===== src/rtl/bp_fe_queue_buffer_pkg.sv =====
// rtl/bp_fe_queue_buffer_pkg.sv - core-interface types and config helpers for the FE queue buffer
package bp_fe_queue_buffer_pkg;

  typedef enum logic [0:0] {
    e_bp_default_cfg  = 1'b0,
    e_bp_unicore_cfg  = 1'b1
  } bp_params_e;

  typedef enum logic [0:0] {
    e_fe_fetch     = 1'b0,
    e_fe_exception = 1'b1
  } bp_fe_queue_type_e;

  typedef struct packed {
    bp_fe_queue_type_e msg_type;
    logic [38:0]       pc;
    logic [31:0]       instr;
  } bp_fe_queue_s;

  // Every supported configuration currently carries the same FE queue packet
  function automatic int bp_fe_queue_width(bp_params_e cfg);
    case (cfg)
      e_bp_default_cfg: return $bits(bp_fe_queue_s);
      default:          return $bits(bp_fe_queue_s);
    endcase
  endfunction

endpackage


===== src/rtl/bp_fe_queue_ptr.sv =====
// rtl/bp_fe_queue_ptr.sv - wrap-bit pointer register with increment, load and sync reset
module bp_fe_queue_ptr #(
  parameter int width_p = 4
) (
  input  logic               clk_i,
  input  logic               reset_i,
  input  logic               inc_i,
  input  logic               load_i,
  input  logic [width_p-1:0] load_val_i,
  output logic [width_p-1:0] ptr_o
);

  // Reset wins over load, load wins over increment; the MSB is the wrap bit
  always_ff @(posedge clk_i) begin
    if (reset_i)
      ptr_o <= '0;
    else if (load_i)
      ptr_o <= load_val_i;
    else if (inc_i)
      ptr_o <= ptr_o + width_p'(1);
  end

endmodule


===== src/rtl/bp_fe_queue_buffer.sv =====
// rtl/bp_fe_queue_buffer.sv - elastic FE-to-BE packet FIFO with flush; optional BP_FE_QUEUE_BYPASS_EN
module bp_fe_queue_buffer
  import bp_fe_queue_buffer_pkg::*;
#(
  parameter bp_params_e bp_params_p = e_bp_default_cfg,
  parameter int els_p = 8,
  localparam int ptr_width_lp = $clog2(els_p),
  localparam int fe_queue_width_lp = bp_fe_queue_width(bp_params_p)
) (
  input  logic                         clk_i,
  input  logic                         reset_i,
  input  logic [fe_queue_width_lp-1:0] fe_queue_i,
  input  logic                         fe_queue_v_i,
  output logic                         fe_queue_ready_o,
  output logic [fe_queue_width_lp-1:0] fe_queue_o,
  output logic                         fe_queue_v_o,
  input  logic                         fe_queue_ready_i,
  input  logic                         flush_i,
  output logic [ptr_width_lp:0]        count_o
);

  logic [fe_queue_width_lp-1:0] mem [els_p];
  logic [ptr_width_lp:0]        wptr, rptr;
  logic                         empty, full;
  logic                         enq, deq, bypass, bypass_taken;
  logic                         wr_en, rd_inc;

  assign empty = (wptr == rptr);
  assign full  = (wptr[ptr_width_lp-1:0] == rptr[ptr_width_lp-1:0])
               & (wptr[ptr_width_lp] != rptr[ptr_width_lp]);

  // Ready depends only on registered state and local control, never on BE ready
  assign fe_queue_ready_o = ~full & ~flush_i & ~reset_i;
  assign enq = fe_queue_v_i & fe_queue_ready_o;

`ifdef BP_FE_QUEUE_BYPASS_EN
  assign bypass = empty & fe_queue_v_i & ~flush_i & ~reset_i;
`else
  assign bypass = 1'b0;
`endif

  assign fe_queue_v_o = ~empty | bypass;
  assign fe_queue_o   = bypass ? fe_queue_i : mem[rptr[ptr_width_lp-1:0]];
  assign deq          = fe_queue_v_o & fe_queue_ready_i;

  // A bypassed packet the BE takes immediately never touches storage or pointers
  assign bypass_taken = bypass & fe_queue_ready_i;
  assign wr_en        = enq & ~bypass_taken;
  assign rd_inc       = deq & ~bypass_taken;

  assign count_o = wptr - rptr;

  bp_fe_queue_ptr #(.width_p(ptr_width_lp+1)) u_wptr (
    .clk_i      (clk_i),
    .reset_i    (reset_i),
    .inc_i      (wr_en),
    .load_i     (1'b0),
    .load_val_i ('0),
    .ptr_o      (wptr)
  );

  // Flush snaps the read pointer to the write pointer; the write pointer is idle then
  bp_fe_queue_ptr #(.width_p(ptr_width_lp+1)) u_rptr (
    .clk_i      (clk_i),
    .reset_i    (reset_i),
    .inc_i      (rd_inc),
    .load_i     (flush_i),
    .load_val_i (wptr),
    .ptr_o      (rptr)
  );

  // Packet storage: synchronous write at the write index
  always_ff @(posedge clk_i) begin
    if (wr_en)
      mem[wptr[ptr_width_lp-1:0]] <= fe_queue_i;
  end

endmodule


===== config.mk =====
export PLATFORM = sky130hd
export DESIGN_NAME = bp_fe_queue_buffer
export DESIGN_NICKNAME = d
export VERILOG_FILES = /design/src/rtl/bp_fe_queue_buffer_pkg.sv /design/src/rtl/bp_fe_queue_ptr.sv /design/src/rtl/bp_fe_queue_buffer.sv
export SDC_FILE = /design/constraint.sdc
export NUM_CORES = 1
export LEC_CHECK = 0
export BUFFER_PORTS_ARGS = -buffer_cell sky130_fd_sc_hd__buf_2
export CAP_MARGIN = 20
export CORE_MARGIN = 3
export CORE_UTILIZATION = 36
export DETAILED_ROUTE_END_ITERATION = 10
export MAX_ROUTING_LAYER = met4
export SLEW_MARGIN = 40
export SYNTH_ARGS = -nofsm -noshare
export SYNTH_HDL_FRONTEND = slang
export SYNTH_SLANG_ARGS = --single-unit

===== constraint.sdc =====
create_clock -name clk_i -period 10.03 [get_ports clk_i]
set_input_delay 2.006 -clock clk_i [delete_from_list [all_inputs] [get_ports clk_i]]
set_output_delay 2.006 -clock clk_i [all_outputs]
set_load 0.01 [all_outputs]

==> qor.yml <==
layout:
  drive_above_1_share_pct: 43.0
  fin_nets: 1197
  stdcell_count: 2007
  fill_cells: 5275
  mostFrequentLayoutCell: "edfxtp_1"
  design_area_um2: 26400
  area_growth_pct: 17.2
  final_cell_mix: "edfxtp_1, buf_2, mux4_2, clkbuf_16, mux2_4"
timing:
  setup_viol: 0
  hold_viol: 0
  finalClockSkew_ns: 0.0127
  period_minus_slack_ns: 5.10
  rsz0062_at_grt: "false"
  setup-tns-final_ns: 0
  final-max-slew-violation-count: 0
  max-slew-margin-rel_pct: 46.4
  finalCritPeriodShare_pct: 50.8
  fmax_mhz: 196
  worst_pin_slew_ns: 0.804
routing:
  vias_per_cell: 4.90
  wl_per_cell_um: 22.2
  vias: 9839
  antenna_left: 0
  drt_iter0_drc: 483
  totalWireLength_um: 44500
  drc: 0
  dr.pass1.iters: 4
clock_tree:
  numCtsBuffers: 61
  clock-sinks: 587
  cts_resized: 0
  h-tree-depth: 2
  cts_tree: "done"
  cts-hold-fix-buffers: 0
  cts_buffer_depth: 3
  clkSlewWorstSetupHoldPaths_ns: 0.06
  clk_latency_ns: 0.61
  cts_setup_buffers: 0
  cts-root-buf: "clkbuf_16"
die:
  ios: 155
  rows: 91
  dieWidth_um: 256
  dieArea_um2: 65700
  start_util_pct: 36.5
  coreArea_um2: 61800
  dieHeight_um: 256
power_and_ir_drop:
  vdd_ir_drop_max_mv: 0.125
  powerDensity_nw_per_um2: 203
  p_leak_nw: 8.49
global_route:
  track_usage_pct: 14.1
  gr-total-overflow: 0
  grt_pass1_wl_um: 67400
  grt_busiest_layer: "met2"
  grtUsageMet2_pct: 22.8
  gr-usage-met1_pct: 18.2
  antenna_found_initial: 6
  first_global_vias: 10769
  grt_max_degree: 57
  use_met3_pct: 2.99
worst_setup_path:
  cp_num_buf_inv: 3
  critPathKind: "flop to primary output"
  crit_fanout: 33
  cp_data_required_time_ns: 8.02
  cpPeakStageDelay_ns: 0.79
  path_delay_family: "multiplexers"
  critPathSlowestCell: "dfxtp_4"
  cp-end-kind: "primary output"
  arrival_ns: 3.09
  setup.worst_path.start_class: "flop"
  path_cells: "buf_4, buf_12, mux4_2, mux2_4, buf_2"
job:
  maxCapViolCount: 0
placed_design:
  place_congestion: 0.721
  dpl.hpwl_um: 23600
  dp_cells: 1887
  placedInstanceArea_um2: 24300
  portBuffers: 154
yosys:
  syn_area_um2: 22600
  yosysTopAreaCell: "edfxtp_1"
  syn_avg_cell_area_um2: 24.6
  ys_seq_area_share_pct: 77.7
  ys_types: 36
  ys_warn_count: 0
  synth_cells: 916
  synth_fp_nets: 999
  synth-seq-cells: 587
  synth_top_area_share_pct: 76.7
  synth_area_leaders: "edfxtp_1, mux4_2, mux2_4"
outcome:
  outcome: "completed"
min_path:
  holdCritPathClass: "flop to flop"
-- layer usage --
metal	vias to the layer above	part of all wire [%]
met2	181	50
li1	4313	-
met3	76	4.7
met5	-	0
met4	0	2.0
met1	5269	44
-- cell usage after synthesis, drive strengths merged --
cell    instances
a21bo           1
a21o            1
a21oi           8
a221oi          1
a31oi           1
and3            1
buf            31
clkbuf         12
dfxtp          11
edfxtp        576
fa              1
ha              5
inv            10
mux2           72
mux2i           1
mux4          144
nand2           4
nand3           3
nand4           4
nor2            5
nor2b           1
nor3            4
nor4            2
o21a            3
o21ai           3
o21bai          1
or2             1
or3             2
xnor2           6
xor2            1
-- worst paths after layout --
kind                   startpoint         endpoint  slack, ns  cells after the start
setup / recovery             flop   fe_queue_o[60]       4.93                      5
hold / removal    u_wptr.ptr_o[3]  u_wptr.ptr_o[3]       0.55                      2
setup reg to reg  u_wptr.ptr_o[0]       mem[1][27]       6.52                      8
hold reg to reg   u_wptr.ptr_o[3]  u_wptr.ptr_o[3]       0.55                      2
-- flip-flops by register name, indices dropped and copies added, names as in the netlist, named ones only --
signal and count:
u_rptr.ptr_o 4, mem 576, u_wptr.ptr_o 4
-- power breakdown --
group	leakage [nW]	switching, mW	internal, mW
clock network	1.02	0.894	1.40
registers	5.28	0.0210	2.71
logic	2.20	0.169	0.185
total	8.49	1.08	4.29
-- metrics by stage --
step	power [mW]	utilization (%)	setup WS [ns]	hold slack [ns]
floorplan	3.03	-	0.0205	0.505
global placement	3.14	39.3	5.26	0.539
detailed placement	3.15	39.4	5.28	0.537
CTS	5.45	42.7	4.67	0.555
global route	5.58	42.8	4.69	0.613
finish	5.38	42.8	4.93	0.547
-- cell type report --
| cell class | instances | area [um^2] | area share, % |
|---|---|---|---|
| antenna | 6 | 15.0 | 0.0568 |
| clock buffer | 70 | 1600 | 6.06 |
| clock inverter | 43 | 465 | 1.76 |
| inverter | 10 | 37.5 | 0.142 |
| multi-input combinational | 276 | 4750 | 18.0 |
| sequential | 587 | 17500 | 66.3 |
| tap | 837 | 1050 | 3.96 |
| timing repair buffer | 178 | 991 | 3.75 |
-- cells by family after synthesis --
group                    count (synthesis)  share of synthesized area (%)
multiplexers                           217                           19.0
XOR/XNOR                                 7                          0.305
AO/OA/AOI/OAI                           19                          0.538
buffers and inverters                   53                           1.51
adder cells (fa/ha/maj)                  6                          0.366
flip-flops                             587                           77.7
AND/OR/NAND/NOR                         27                          0.610
-- worst reg2reg max path, cell delays in order, from the launching register on --
cell	delay, ns
dfxtp_1	0.51
inv_1	0.18
ha_1	0.34
nand3_1	0.14
o21bai_2	0.17
or2_1	0.38
nor3_2	0.18
buf_4	0.61
buf_4	0.62
(Power assumes the default switching activity.)
